**src/rtl/spi_slave_sync.sv**
```systemverilog
// SPI slave with every SPI pin resynchronised into the clk_in domain.
// Mode set by CPOL/CPHA; word length and bit order are parameters.
module spi_slave_sync #(
  parameter int DATA_WIDTH = 8,
  parameter bit CPOL       = 1'b0,
  parameter bit CPHA       = 1'b0,
  parameter bit MSB_FIRST  = 1'b1
) (
  input  logic                  clk_in,
  input  logic                  rst_in,
  input  logic                  spi_sclk_in,
  input  logic                  spi_mosi_in,
  input  logic                  spi_cs_n_in,
  output logic                  spi_miso_out,
  output logic                  spi_miso_oe_out,
  input  logic [DATA_WIDTH-1:0] tx_data_in,
  output logic                  tx_load_out,
  output logic                  rx_valid_out,
  output logic [DATA_WIDTH-1:0] rx_data_out,
  output logic                  frame_start_out,
  output logic                  frame_end_out,
  output logic                  partial_out
);

  localparam int CW = $clog2(DATA_WIDTH);
  localparam logic [CW-1:0] CNT_LAST = CW'(DATA_WIDTH - 1);
  localparam logic [CW-1:0] CNT_ONE  = CW'(1);
  localparam bit SAMPLE_RISE = (CPOL == CPHA);

  localparam logic [0:0] ST_IDLE   = 1'b0;
  localparam logic [0:0] ST_ACTIVE = 1'b1;

  logic [2:0] sclk_q;
  logic [2:0] cs_q;
  logic [1:0] mosi_q;
  logic [1:0] warm;
  logic       armed;

  logic [0:0]            state;
  logic [CW-1:0]         bit_cnt;
  logic [DATA_WIDTH-1:0] tx_shift;
  logic [DATA_WIDTH-1:0] rx_shift;
  logic                  first_shift;
  logic                  reload_pend;

  logic sclk_rise;
  logic sclk_fall;
  logic sample_edge;
  logic shift_edge;
  logic cs_fall;
  logic cs_rise;
  logic mosi_bit;
  logic miso_bit;
  logic [DATA_WIDTH-1:0] rx_next;
  logic [DATA_WIDTH-1:0] tx_next;

  always_ff @(posedge clk_in or posedge rst_in) begin
    if (rst_in) begin
      sclk_q <= {3{CPOL}};
      cs_q   <= 3'b111;
      mosi_q <= 2'b00;
    end else begin
      sclk_q <= {sclk_q[1:0], spi_sclk_in};
      cs_q   <= {cs_q[1:0], spi_cs_n_in};
      mosi_q <= {mosi_q[0], spi_mosi_in};
    end
  end

  // The CS pipe resets to "high"; a low CS at release must not look
  // like a fresh falling edge, so CS has to be seen high first.
  always_ff @(posedge clk_in or posedge rst_in) begin
    if (rst_in) begin
      warm  <= 2'd0;
      armed <= 1'b0;
    end else begin
      if (warm != 2'd2) warm <= warm + 2'd1;
      if (warm == 2'd2 && cs_q[1]) armed <= 1'b1;
    end
  end

  assign sclk_rise   = sclk_q[1] & ~sclk_q[2];
  assign sclk_fall   = ~sclk_q[1] & sclk_q[2];
  assign sample_edge = SAMPLE_RISE ? sclk_rise : sclk_fall;
  assign shift_edge  = SAMPLE_RISE ? sclk_fall : sclk_rise;
  assign cs_fall     = cs_q[2] & ~cs_q[1] & armed;
  assign cs_rise     = ~cs_q[2] & cs_q[1];
  assign mosi_bit    = mosi_q[1];

  assign rx_next = MSB_FIRST ?
    {rx_shift[DATA_WIDTH-2:0], mosi_bit} :
    {mosi_bit, rx_shift[DATA_WIDTH-1:1]};
  assign tx_next = MSB_FIRST ?
    {tx_shift[DATA_WIDTH-2:0], 1'b0} :
    {1'b0, tx_shift[DATA_WIDTH-1:1]};
  assign miso_bit = MSB_FIRST ?
    tx_shift[DATA_WIDTH-1] : tx_shift[0];

  always_ff @(posedge clk_in or posedge rst_in) begin
    if (rst_in) begin
      state           <= ST_IDLE;
      bit_cnt         <= '0;
      tx_shift        <= '0;
      rx_shift        <= '0;
      rx_data_out     <= '0;
      rx_valid_out    <= 1'b0;
      tx_load_out     <= 1'b0;
      frame_start_out <= 1'b0;
      frame_end_out   <= 1'b0;
      partial_out     <= 1'b0;
      first_shift     <= 1'b0;
      reload_pend     <= 1'b0;
    end else begin
      rx_valid_out    <= 1'b0;
      tx_load_out     <= 1'b0;
      frame_start_out <= 1'b0;
      frame_end_out   <= 1'b0;
      unique case (state)
        ST_IDLE: begin
          if (cs_fall) begin
            state           <= ST_ACTIVE;
            bit_cnt         <= '0;
            tx_shift        <= tx_data_in;
            tx_load_out     <= 1'b1;
            frame_start_out <= 1'b1;
            partial_out     <= 1'b0;
            first_shift     <= 1'b1;
            reload_pend     <= 1'b0;
          end
        end
        ST_ACTIVE: begin
          // CS release wins over a coincident sample edge.
          if (cs_rise) begin
            state         <= ST_IDLE;
            frame_end_out <= 1'b1;
            if (bit_cnt != '0) partial_out <= 1'b1;
          end else if (sample_edge) begin
            rx_shift <= rx_next;
            if (bit_cnt == CNT_LAST) begin
              bit_cnt      <= '0;
              rx_data_out  <= rx_next;
              rx_valid_out <= 1'b1;
              reload_pend  <= 1'b1;
            end else begin
              bit_cnt <= bit_cnt + CNT_ONE;
            end
          end else if (shift_edge) begin
            first_shift <= 1'b0;
            // CPHA=1: the first leading edge precedes any sampled bit.
            if (!(CPHA && first_shift)) begin
              if (reload_pend) begin
                tx_shift    <= tx_data_in;
                tx_load_out <= 1'b1;
                reload_pend <= 1'b0;
              end else begin
                tx_shift <= tx_next;
              end
            end
          end
        end
        default: state <= ST_IDLE;
      endcase
    end
  end

  assign spi_miso_oe_out = (state == ST_ACTIVE);
  assign spi_miso_out    = (state == ST_ACTIVE) & miso_bit;

endmodule

```
**config.mk**
```make
export PLATFORM = sky130hd
export DESIGN_NAME = spi_slave_sync
export DESIGN_NICKNAME = d
export VERILOG_FILES = /design/src/rtl/spi_slave_sync.sv
export SDC_FILE = /design/constraint.sdc
export NUM_CORES = 1
export LEC_CHECK = 0
export ABC_CLOCK_PERIOD_IN_PS = 1800
export BUFFER_PORTS_ARGS = -buffer_cell sky130_fd_sc_hd__buf_2
export CORE_MARGIN = 4
export CORE_UTILIZATION = 49
export CTS_BUF_LIST = sky130_fd_sc_hd__clkbuf_8 sky130_fd_sc_hd__clkbuf_16
export CTS_CLUSTER_DIAMETER = 80
export CTS_CLUSTER_SIZE = 40
export DETAILED_ROUTE_END_ITERATION = 8
export PLACE_DENSITY_LB_ADDON = 0.3
export SLEW_MARGIN = 30
export SYNTH_ARGS = -nofsm -noshare
export SYNTH_HDL_FRONTEND = slang
export SYNTH_SLANG_ARGS = --single-unit
```
**constraint.sdc**
```tcl
create_clock -name clk_in -period 1.8 [get_ports clk_in]
set_clock_uncertainty 0.05 [all_clocks]
set_input_delay 0.09 -clock clk_in [delete_from_list [all_inputs] [get_ports clk_in]]
set_output_delay 0.09 -clock clk_in [all_outputs]
set_load 0.005 [all_outputs]
```
Word level (Yosys, flattened, before mapping)
Cells that the tools add are included.
{"block": "totals", "reg_bits": 44, "out_inout_bits": 15, "elab_cells": 85}
{"block": "op_classes", "addsub": 2, "bitwise": 12, "n_eq_ne": 12, "n_reduce_logical": 8, "muxes": 35}
{"op": "$mux W8", "n": 5}
{"op": "$mux W1", "n": 20}
{"op": "$pmux W8 S2", "n": 1}
{"op": "$mux W3", "n": 4}
{"op": "$reduce_and A4 Y1", "n": 3}
{"op": "$reduce_and A3 Y1", "n": 3}
{"op": "$ne A2 B1 Y1 const B", "n": 4}
{"op": "$ne A2 B2 Y1 const B", "n": 4}
{"op": "$pmux W1 S2", "n": 4}
{"op": "$and A1 B1 Y1", "n": 6}
{"op": "$not A1 Y1", "n": 6}
{"op": "$pmux W3 S2", "n": 1}
{"op": "$add A3 B1 Y3 const B", "n": 1}
{"op": "$eq A3 B3 Y1 const B", "n": 1}
{"op": "$ne A3 B1 Y1 const B", "n": 1}
{"op": "$ne A3 B2 Y1 const B", "n": 1}
{"op": "$reduce_bool A3 Y1", "n": 1}
{"op": "$add A2 B1 Y2 const B", "n": 1}
{"op": "$eq A2 B2 Y1 const B", "n": 1}
{"op": "$logic_and A1 B1 Y1", "n": 1}

Logic depth before layout (Yosys ltp)
Gate-level depths: netlist of run 1.
{"block": "logic_depth", "word_depth": 6, "depth_mapped": 5, "ltp_nobuf": 5}

Least setup slack after synthesis of run 1
Ideal clock, no wire load.
{"block": "synth_timing", "path_type": "register to register", "startpoint": "register cs_q[1]", "endpoint": "register tx_shift[1]", "setup_ns": 0.125, "period_less_slack_ns": 1.729, "path_stages_with_launch": 5, "n_path_buf": 1, "t_required_ns": 1.625, "arrival_ns": 1.554, "setup_slack_ns": 0.071, "cell_sequence": "dfstp_2 -> or2b_1 -> buf_2 -> a31oi_4 -> mux2_2"}
{"block": "synth_between", "elab_chain_cells": 5, "word_cells_on_any_way": 7}
{"element": "start: declaration", "line_no": "34", "source": "logic [2:0] cs_q;"}
{"element": "start signal: assignment", "line_no": "64", "source": "cs_q <= {cs_q[1:0], spi_cs_n_in};"}
{"element": "$not A1 Y1", "line_no": "85", "source": "assign cs_fall = cs_q[2] & ~cs_q[1] & armed;"}
{"element": "$and A1 B1 Y1 (2 in series)", "line_no": "85"}
{"element": "$ne A2 B2 Y1 (no line)"}
{"element": "$reduce_and A4 Y1 (no line) (*)"}
{"element": "end signal: assignment", "line_no": "122", "source": "tx_shift <= tx_data_in;"}
{"element": "end signal: assignment", "line_no": "151", "source": "tx_shift <= tx_data_in;"}
{"element": "end signal: assignment", "line_no": "155", "source": "tx_shift <= tx_next;"}
{"element": "end: declaration", "line_no": "41", "source": "logic [DATA_WIDTH-1:0] tx_shift;"}
Every way passes the cells marked *; elsewhere a longest branch is shown, timed or not.
A chain may end at the register's enable or synchronous reset.

Worst setup path after layout of run 1
{"block": "layout_timing", "startpoint": "register cs_q[1]", "endpoint": "register tx_shift[6]"}
The elaborated chain is that of the path after synthesis.

==> results of run 1 <==
[logic make-up (layout without fill, tap and decap cells)]
group	after synthesis	after routing	share of synthesized area
DFF	44	44	0.6280
adders and majority gates	4	4	0.02845
and+or+nand+nor	18	18	0.06472
xor gates and xnor gates	1	1	0.004980
AOI/OAI and AO/OA	8	8	0.03983
muxes	33	33	0.2084
buffers and inverters	11	53	0.02560
[flip-flops by register name, summed over array words and instances, names as in the netlist]
| register | cells |
|---|---|
| rx_valid_out | 1 |
| bit_cnt | 3 |
| cs_q | 3 |
| partial_out | 1 |
| sclk_q | 3 |
| tx_load_out | 1 |
| armed | 1 |
| warm | 2 |
| mosi_q | 2 |
| spi_miso_oe_out | 1 |
| frame_end_out | 1 |
| frame_start_out | 1 |
| reload_pend | 1 |
| rx_shift | 7 |
| rx_data_out | 8 |
| tx_shift | 8 |
[worst max path at each step]
stage             endpoint
2_1_floorplan  tx_shift[1]
3_3_place_gp   tx_shift[2]
3_5_place_dp   tx_shift[7]
4_1_cts        tx_shift[7]
5_1_grt        tx_shift[2]
6_report       tx_shift[6]
[cells in the final DEF, fill, tap and decap left out, types with 2 or more instances in the layout]
cell type,n
sky130_fd_sc_hd__nand2_1,6
sky130_fd_sc_hd__mux2_2,29
sky130_fd_sc_hd__mux2i_1,4
sky130_fd_sc_hd__dfrtp_1,41
sky130_fd_sc_hd__o21ai_0,2
sky130_fd_sc_hd__inv_1,8
sky130_fd_sc_hd__dlygate4sd3_1,5
sky130_fd_sc_hd__dfstp_2,3
sky130_fd_sc_hd__nand2b_1,2
sky130_fd_sc_hd__ha_1,4
sky130_fd_sc_hd__nor2b_1,2
sky130_fd_sc_hd__buf_4,6
sky130_fd_sc_hd__clkbuf_8,5
sky130_fd_sc_hd__buf_2,27
[stage by stage]
step | cell area, µm² | setup slack, ps
after CTS | 2136 | 47.46
after detailed placement | 1978 | 57.18
after global routing | 2136 | 0.02731
after global placement | 1978 | 81.67
final | 2136 | 61.05
after floorplan | 1759 | 71.27
[final cells by class]
cell class / instances / area, µm² / share of cell area
clock buffer: 5 / 68.82 / 0.03222
clock inverter: 3 / 38.79 / 0.01816
inverter: 7 / 26.28 / 0.01230
multi-input combinational: 64 / 609.3 / 0.2853
sequential: 44 / 1105 / 0.5173
tap: 46 / 57.56 / 0.02695
timing repair buffer: 38 / 230.2 / 0.1078
[layer usage]
layer  wire length (µm)  part of all wire  track usage
met5                  0                 0            0
met2               1335              0.50       0.2335
met4                 43             0.016      0.05955
met3                180             0.067      0.05419
met1               1119              0.42       0.1600
[power breakdown]
part / internal [mW] / leakage (nW) / switching [mW]
combinational: 0.287 / 0.499 / 0.194
sequential: 1.21 / 0.550 / 0.124
clock: 0.406 / 0.0593 / 0.305
[worst min-delay path, cell delays in order]
cell                     delay, ps
sky130_fd_sc_hd__buf_2          70
sky130_fd_sc_hd__mux2_2        120
sky130_fd_sc_hd__mux2_2        130
==> metrics.md, run 1 <==
| Metric | Value |
|---|---|
| Die height | `67.92 µm` |
| Fin. Hold Viols | `0` |
| Floorplan die width | `67.92 µm` |
| Depth of the CTS H-tree | `2` |
| Arr. time, crit path | `1870 ps` |
| TritonCTS sink count | `44` |
| Synth cell count leaders | `41 x sky130_fd_sc_hd__dfrtp_1, 29 x sky130_fd_sc_hd__mux2_2, 7 x sky130_fd_sc_hd__inv_1, 6 x sky130_fd_sc_hd__nand2_1` |
| FMAX | `0.5751 GHz` |
| Number of warnings printed during yosys synthesis | `0` |
| Initial core utilization | `0.5190` |
| Async S/R FF share, synth | `1.000` |
| Setup TNS | `0 ps` |
| Routed via count | `1,003` |
| Cell Count Post-Placement | `194` |
| Setup repair after global routing missed its margin | `no` |
| Tot Pwr | `2.521 mW` |
| Post-Layout Cell Count | `207` |
| Worst-path clk slew | `70 ps` |
| Number of distinct library cells after synthesis | `27` |
| Peak ir drop on the vdd network | `519.5 µV` |
| Count of TritonRoute iterations in the first routing pass | `3` |
| Total routed wirelength | `2678 µm` |
| Number of synthesized register bits | `44` |
| Initial DRC count | `35` |
| Count of unresolved DRC violations after routing | `0` |
| Count of pins on the block boundary | `28` |
| Number of filler cells placed in the layout | `264` |
| Critical Path Start Type | `flop` |
| Ys flop type | `sky130_fd_sc_hd__dfrtp_1` |
| Gate family responsible for the most delay along the worst path | `flip-flops` |
| Data required time of the critical path | `1930 ps` |
| Number of enable flip-flop cells after synthesis | `0` |
| Post-route clock period utilization | `0.9661` |
| Pins Over Slew Limit | `0` |
| Final setup violating endpoints | `0` |
| Worst reg-to-reg setup slack | `60 ps` |
| Global router's overall resource usage | `0.1401` |
| Final min period | `1739 ps` |
| Number of nets in the finished design | `177` |
| Vias in the first global route | `1,078` |
| Crit. path cell count | `3` |
| Clock buffer count from CTS | `5` |
| Average cell area after synthesis | `14.78 µm²` |
| Largest net degree at the start of global routing | `45` |
| CP peak stage delay | `530 ps` |
| Area Overhead vs Synth | `21.41%` |
| Average vias per placed instance | `4.845` |
| Total of cells resized after clock tree synthesis | `0` |
| Hold wc startpoint | `tx_data_in[5]` |
| Number of rows created at floorplan | `21` |
| Number of I/O port buffers | `27` |
| Capture point of the worst reg-to-reg path | `tx_shift[6]` |
| Net count after synthesis | `136` |
| CTS max path bufs | `2` |
| Clock tree from TritonCTS | `done` |
| Worst relative slew slack | `0.6506` |
| Worst flop-to-flop path startpoint | `cs_q[1]` |
| Final Util | `0.6301` |
| Routed Antenna Nets | `0` |
| Last weighted congestion value of the routability-driven placer | `0.6677` |
| Series of cell instances along the critical path | `or2b_1 > a31oi_4 > mux2_2` |
| Post-CTS setup buffer count | `0` |
| Remaining global-route overflow | `0` |
| Wire length of the first global-routing pass | `4664 µm` |
| Synth top area share | `0.5832` |
| Post-Route Hold Slack | `109.3 ps` |
| Destination of the worst hold path | `tx_shift[5]` |
| Slew at the pin closest to its max-slew limit | `524.2 ps` |
| Run status | `finished, final reports clean` |
| Hold Crit Class | `in -> reg` |
| Start-to-end type of the worst setup path | `reg -> reg` |
| Routed wire length per instance | `12.94 µm` |
| Number of hold buffers added after CTS | `5` |
| Share of synthesized area occupied by flip-flops and latches | `0.6280` |
| Cell at the root of the clock tree | `sky130_fd_sc_hd__clkbuf_8` |
| Full die area | `0.004613 mm²` |
| Post-synthesis instance area | `0.001759 mm²` |
| Ranking of synthesized cells by area | `sky130_fd_sc_hd__dfrtp_1 58%, sky130_fd_sc_hd__mux2_2 19%, sky130_fd_sc_hd__dfstp_2 4.5%` |
| Antenna violations before repair | `0` |
| Number of cells on the worst hold path | `3` |
| Cell count of the worst reg-to-reg path | `3` |
| Critical Path End Type | `flop` |
| Top cell type by total area after synthesis | `sky130_fd_sc_hd__dfrtp_1` |
| Share of layout cells above drive strength 1 | `0.4720` |
| Most frequent cell after synthesis | `sky130_fd_sc_hd__dfrtp_1` |
| P per Cell Area | `1180 mW/mm²` |
| Leakage | `1.108 nW` |
| Post-Syn Instances | `119` |
| Critical path buffer and inverter count | `0` |
| Number of diodes | `0` |
| Setup crit start | `cs_q[1]` |
| Clock insertion delay at the later pin of the skew report | `290 ps` |
| Max-capacitance violation count | `0` |
| Core box area | `0.003390 mm²` |
| DP HPWL | `1886 µm` |
| Critical Path Fanout Max | `9` |
| Slowest CP cell | `sky130_fd_sc_hd__dfstp_2` |
Power figures use the tool's default switching activity.
==> run 2, diff against run 1 <==
==> constraint.sdc (replaced) <==
create_clock -name clk_in -period 1.8 [get_ports clk_in]
set_clock_uncertainty 0.05 [all_clocks]
set_input_delay 0.45 -clock clk_in [delete_from_list [all_inputs] [get_ports clk_in]]
set_output_delay 0.45 -clock clk_in [all_outputs]
set_load 0.005 [all_outputs]
==> run 2 against run 1 <==
  * Critical path depth is the same
  * Core utilization shrank 1.9 points
  * Largest power group unchanged
  * Worst setup slack lost 7.9 ps
  * Highest routed layer unchanged
  * Non-clock buffer count shrank 5
  * Via count shrank 1.0%
  * Die area is the same
  * Largest cell class unchanged
  * Register-to-register slack is essentially flat
==> metrics.md, run 2 (synthesis gave the netlist of run 1 again) <==
| Metric | Value |
|---|---|
| Run status | `finished, final reports clean` |
| TritonCTS sink count | `44` |
| Core box area | `0.003390 mm²` |
| Hold Crit Class | `in -> async` |
| Critical Path Fanout Max | `9` |
| Count of TritonRoute iterations in the first routing pass | `3` |
| Arr. time, crit path | `1880 ps` |
| Clock insertion delay at the later pin of the skew report | `290 ps` |
| Number of diodes | `0` |
| Number of hold buffers added after CTS | `0` |
| Critical Path Start Type | `flop` |
| Peak ir drop on the vdd network | `519.0 µV` |
| Max-capacitance violation count | `0` |
| Area Overhead vs Synth | `17.78%` |
| Worst reg-to-reg setup slack | `50 ps` |
| Routed wire length per instance | `13.29 µm` |
| Number of nets in the finished design | `172` |
| Remaining global-route overflow | `0` |
| Floorplan die width | `67.92 µm` |
| Worst relative slew slack | `0.7570` |
| Placed cell areas | `0.001991 mm²` |
| Slowest CP cell | `sky130_fd_sc_hd__dfstp_2` |
| Setup TNS | `0 ps` |
| Count of unresolved DRC violations after routing | `0` |
| P per Cell Area | `1145 mW/mm²` |
| Number of I/O port buffers | `27` |
| Commonest non-fill, non-tap cell in the layout | `sky130_fd_sc_hd__dfrtp_1` |
| Highest-utilization routing layer at the global route stage | `met2` |
| Initial DRC count | `27` |
| Pins Over Slew Limit | `0` |
| Critical Path End Type | `flop` |
| Clock buffer count from CTS | `5` |
| Number of rows created at floorplan | `21` |
| FMAX | `0.5724 GHz` |
| Most used cells in the layout excluding fill and tap cells | `41 x sky130_fd_sc_hd__dfrtp_1, 29 x sky130_fd_sc_hd__mux2_2, 27 x sky130_fd_sc_hd__buf_2` |
| Global routing usage on met2 | `0.2214` |
| Largest net degree at the start of global routing | `45` |
| Slew at the pin closest to its max-slew limit | `364.5 ps` |
| Fin. Hold Viols | `0` |
| Depth of the CTS H-tree | `2` |
| Leakage | `1.083 nW` |
| Average vias per placed instance | `4.916` |
| Final setup violating endpoints | `0` |
| Routed via count | `993` |
| Post-CTS setup buffer count | `0` |
| Met3 Usage GRT | `0.06240` |
| Wire length of the first global-routing pass | `4560 µm` |
| Critical path buffer and inverter count | `0` |
| Die height | `67.92 µm` |
| Fraction of met1 tracks used by global routing | `0.1602` |
| Final min period | `1747 ps` |
| Clock tree from TritonCTS | `done` |
| Total of cells resized after clock tree synthesis | `0` |
| DP HPWL | `1953 µm` |
| Data required time of the critical path | `1930 ps` |
| Top flop regs | `rx_data_out: 8 flops, tx_shift: 8 flops, rx_shift: 7 flops` |
| Worst-path clk slew | `80 ps` |
| Share of layout cells above drive strength 1 | `0.4808` |
| Vias in the first global route | `1,030` |
| Routed Antenna Nets | `0` |
| CTS max path bufs | `2` |
| Final design area excluding fillers | `0.002072 mm²` |
| Cell at the root of the clock tree | `sky130_fd_sc_hd__clkbuf_8` |
| Antenna violations before repair | `0` |
| CP peak stage delay | `530 ps` |
| Gate family responsible for the most delay along the worst path | `flip-flops` |
| Full die area | `0.004613 mm²` |
| Setup repair after global routing missed its margin | `no` |
| Number of filler cells placed in the layout | `281` |
| Series of cell instances along the critical path | `or2b_1 > a31oi_4 > mux2_2` |
| Post-Route Hold Slack | `153.3 ps` |
| Total routed wirelength | `2685 µm` |
| Last weighted congestion value of the routability-driven placer | `0.6676` |
| Post-route clock period utilization | `0.9705` |
| Initial core utilization | `0.5190` |
| Count of pins on the block boundary | `28` |
| Start-to-end type of the worst setup path | `reg -> reg` |
| Global router's overall resource usage | `0.1394` |
run 2: cell types whose count changed in the layout (fill, tap and decap cells not counted):
cell	previous run	this run
sky130_fd_sc_hd__bufinv_16	1	0
sky130_fd_sc_hd__buf_4	6	5
sky130_fd_sc_hd__buf_12	0	1
sky130_fd_sc_hd__dlygate4sd3_1	5	0
sky130_fd_sc_hd__inv_1	8	9
run 2: cell type report:
cell class | instances | area [µm²] | share of cell area
sequential | 44 | 1105 | 0.5332
tap | 46 | 57.56 | 0.02778
timing repair buffer | 33 | 192.7 | 0.09300
clock buffer | 5 | 68.82 | 0.03321
clock inverter | 3 | 12.51 | 0.006039
multi-input combinational | 64 | 609.3 | 0.2941
inverter | 7 | 26.28 | 0.01268
run 2: report_power, final:
| part | internal (mW) | switching, mW | total [mW] |
|---|---|---|---|
| Clock | 0.261 | 0.306 | 0.567 |
| Sequential | 1.21 | 0.125 | 1.33 |
| Combinational | 0.283 | 0.192 | 0.475 |
| Total | 1.75 | 0.623 | 2.37 |
run 2: per-stage QoR:
| step | utilization | total power, mW | worst slack, ps | std cells |
|---|---|---|---|---|
| after global routing | 0.6113 | 2.541 | 8.465 | 202 |
| after floorplan | - | 1.672 | 71.27 | 119 |
| final | 0.6113 | 2.372 | 53.10 | 202 |
| after global placement | 0.5873 | 1.789 | 83.52 | 194 |
| after detailed placement | 0.5873 | 1.839 | 40.43 | 194 |
| after CTS | 0.6113 | 2.411 | 30.27 | 202 |
run 2: per-layer routing:
layer  vias to the layer above  routed length (µm)
met5                         -                   0
met4                         0                  46
met3                         7                 208
met2                        26                1344
met1                       483                1086
li1                        477                   -
run 2: worst paths after layout:
| check | from | endpoint | cells past startpoint |
|---|---|---|---|
| hold / removal | rst_in | tx_shift[1] | 3 |
| setup reg to reg | cs_q[1] | tx_shift[6] | 3 |
| min in group clk_in | spi_cs_n_in | cs_q[0] | 1 |
| hold reg to reg | sclk_q[0] | sclk_q[1] | 0 |
| setup / recovery | cs_q[1] | tx_shift[6] | 3 |
| max in group asynchronous | rst_in | cs_q[2] | 3 |
run 2: worst register-to-register path, delay by kind of cell (launching register included):
family             cells  cell delay, ps
AOI/OAI and AO/OA      1             350
and+or+nand+nor        1             330
muxes                  1             380
DFF                    1             530
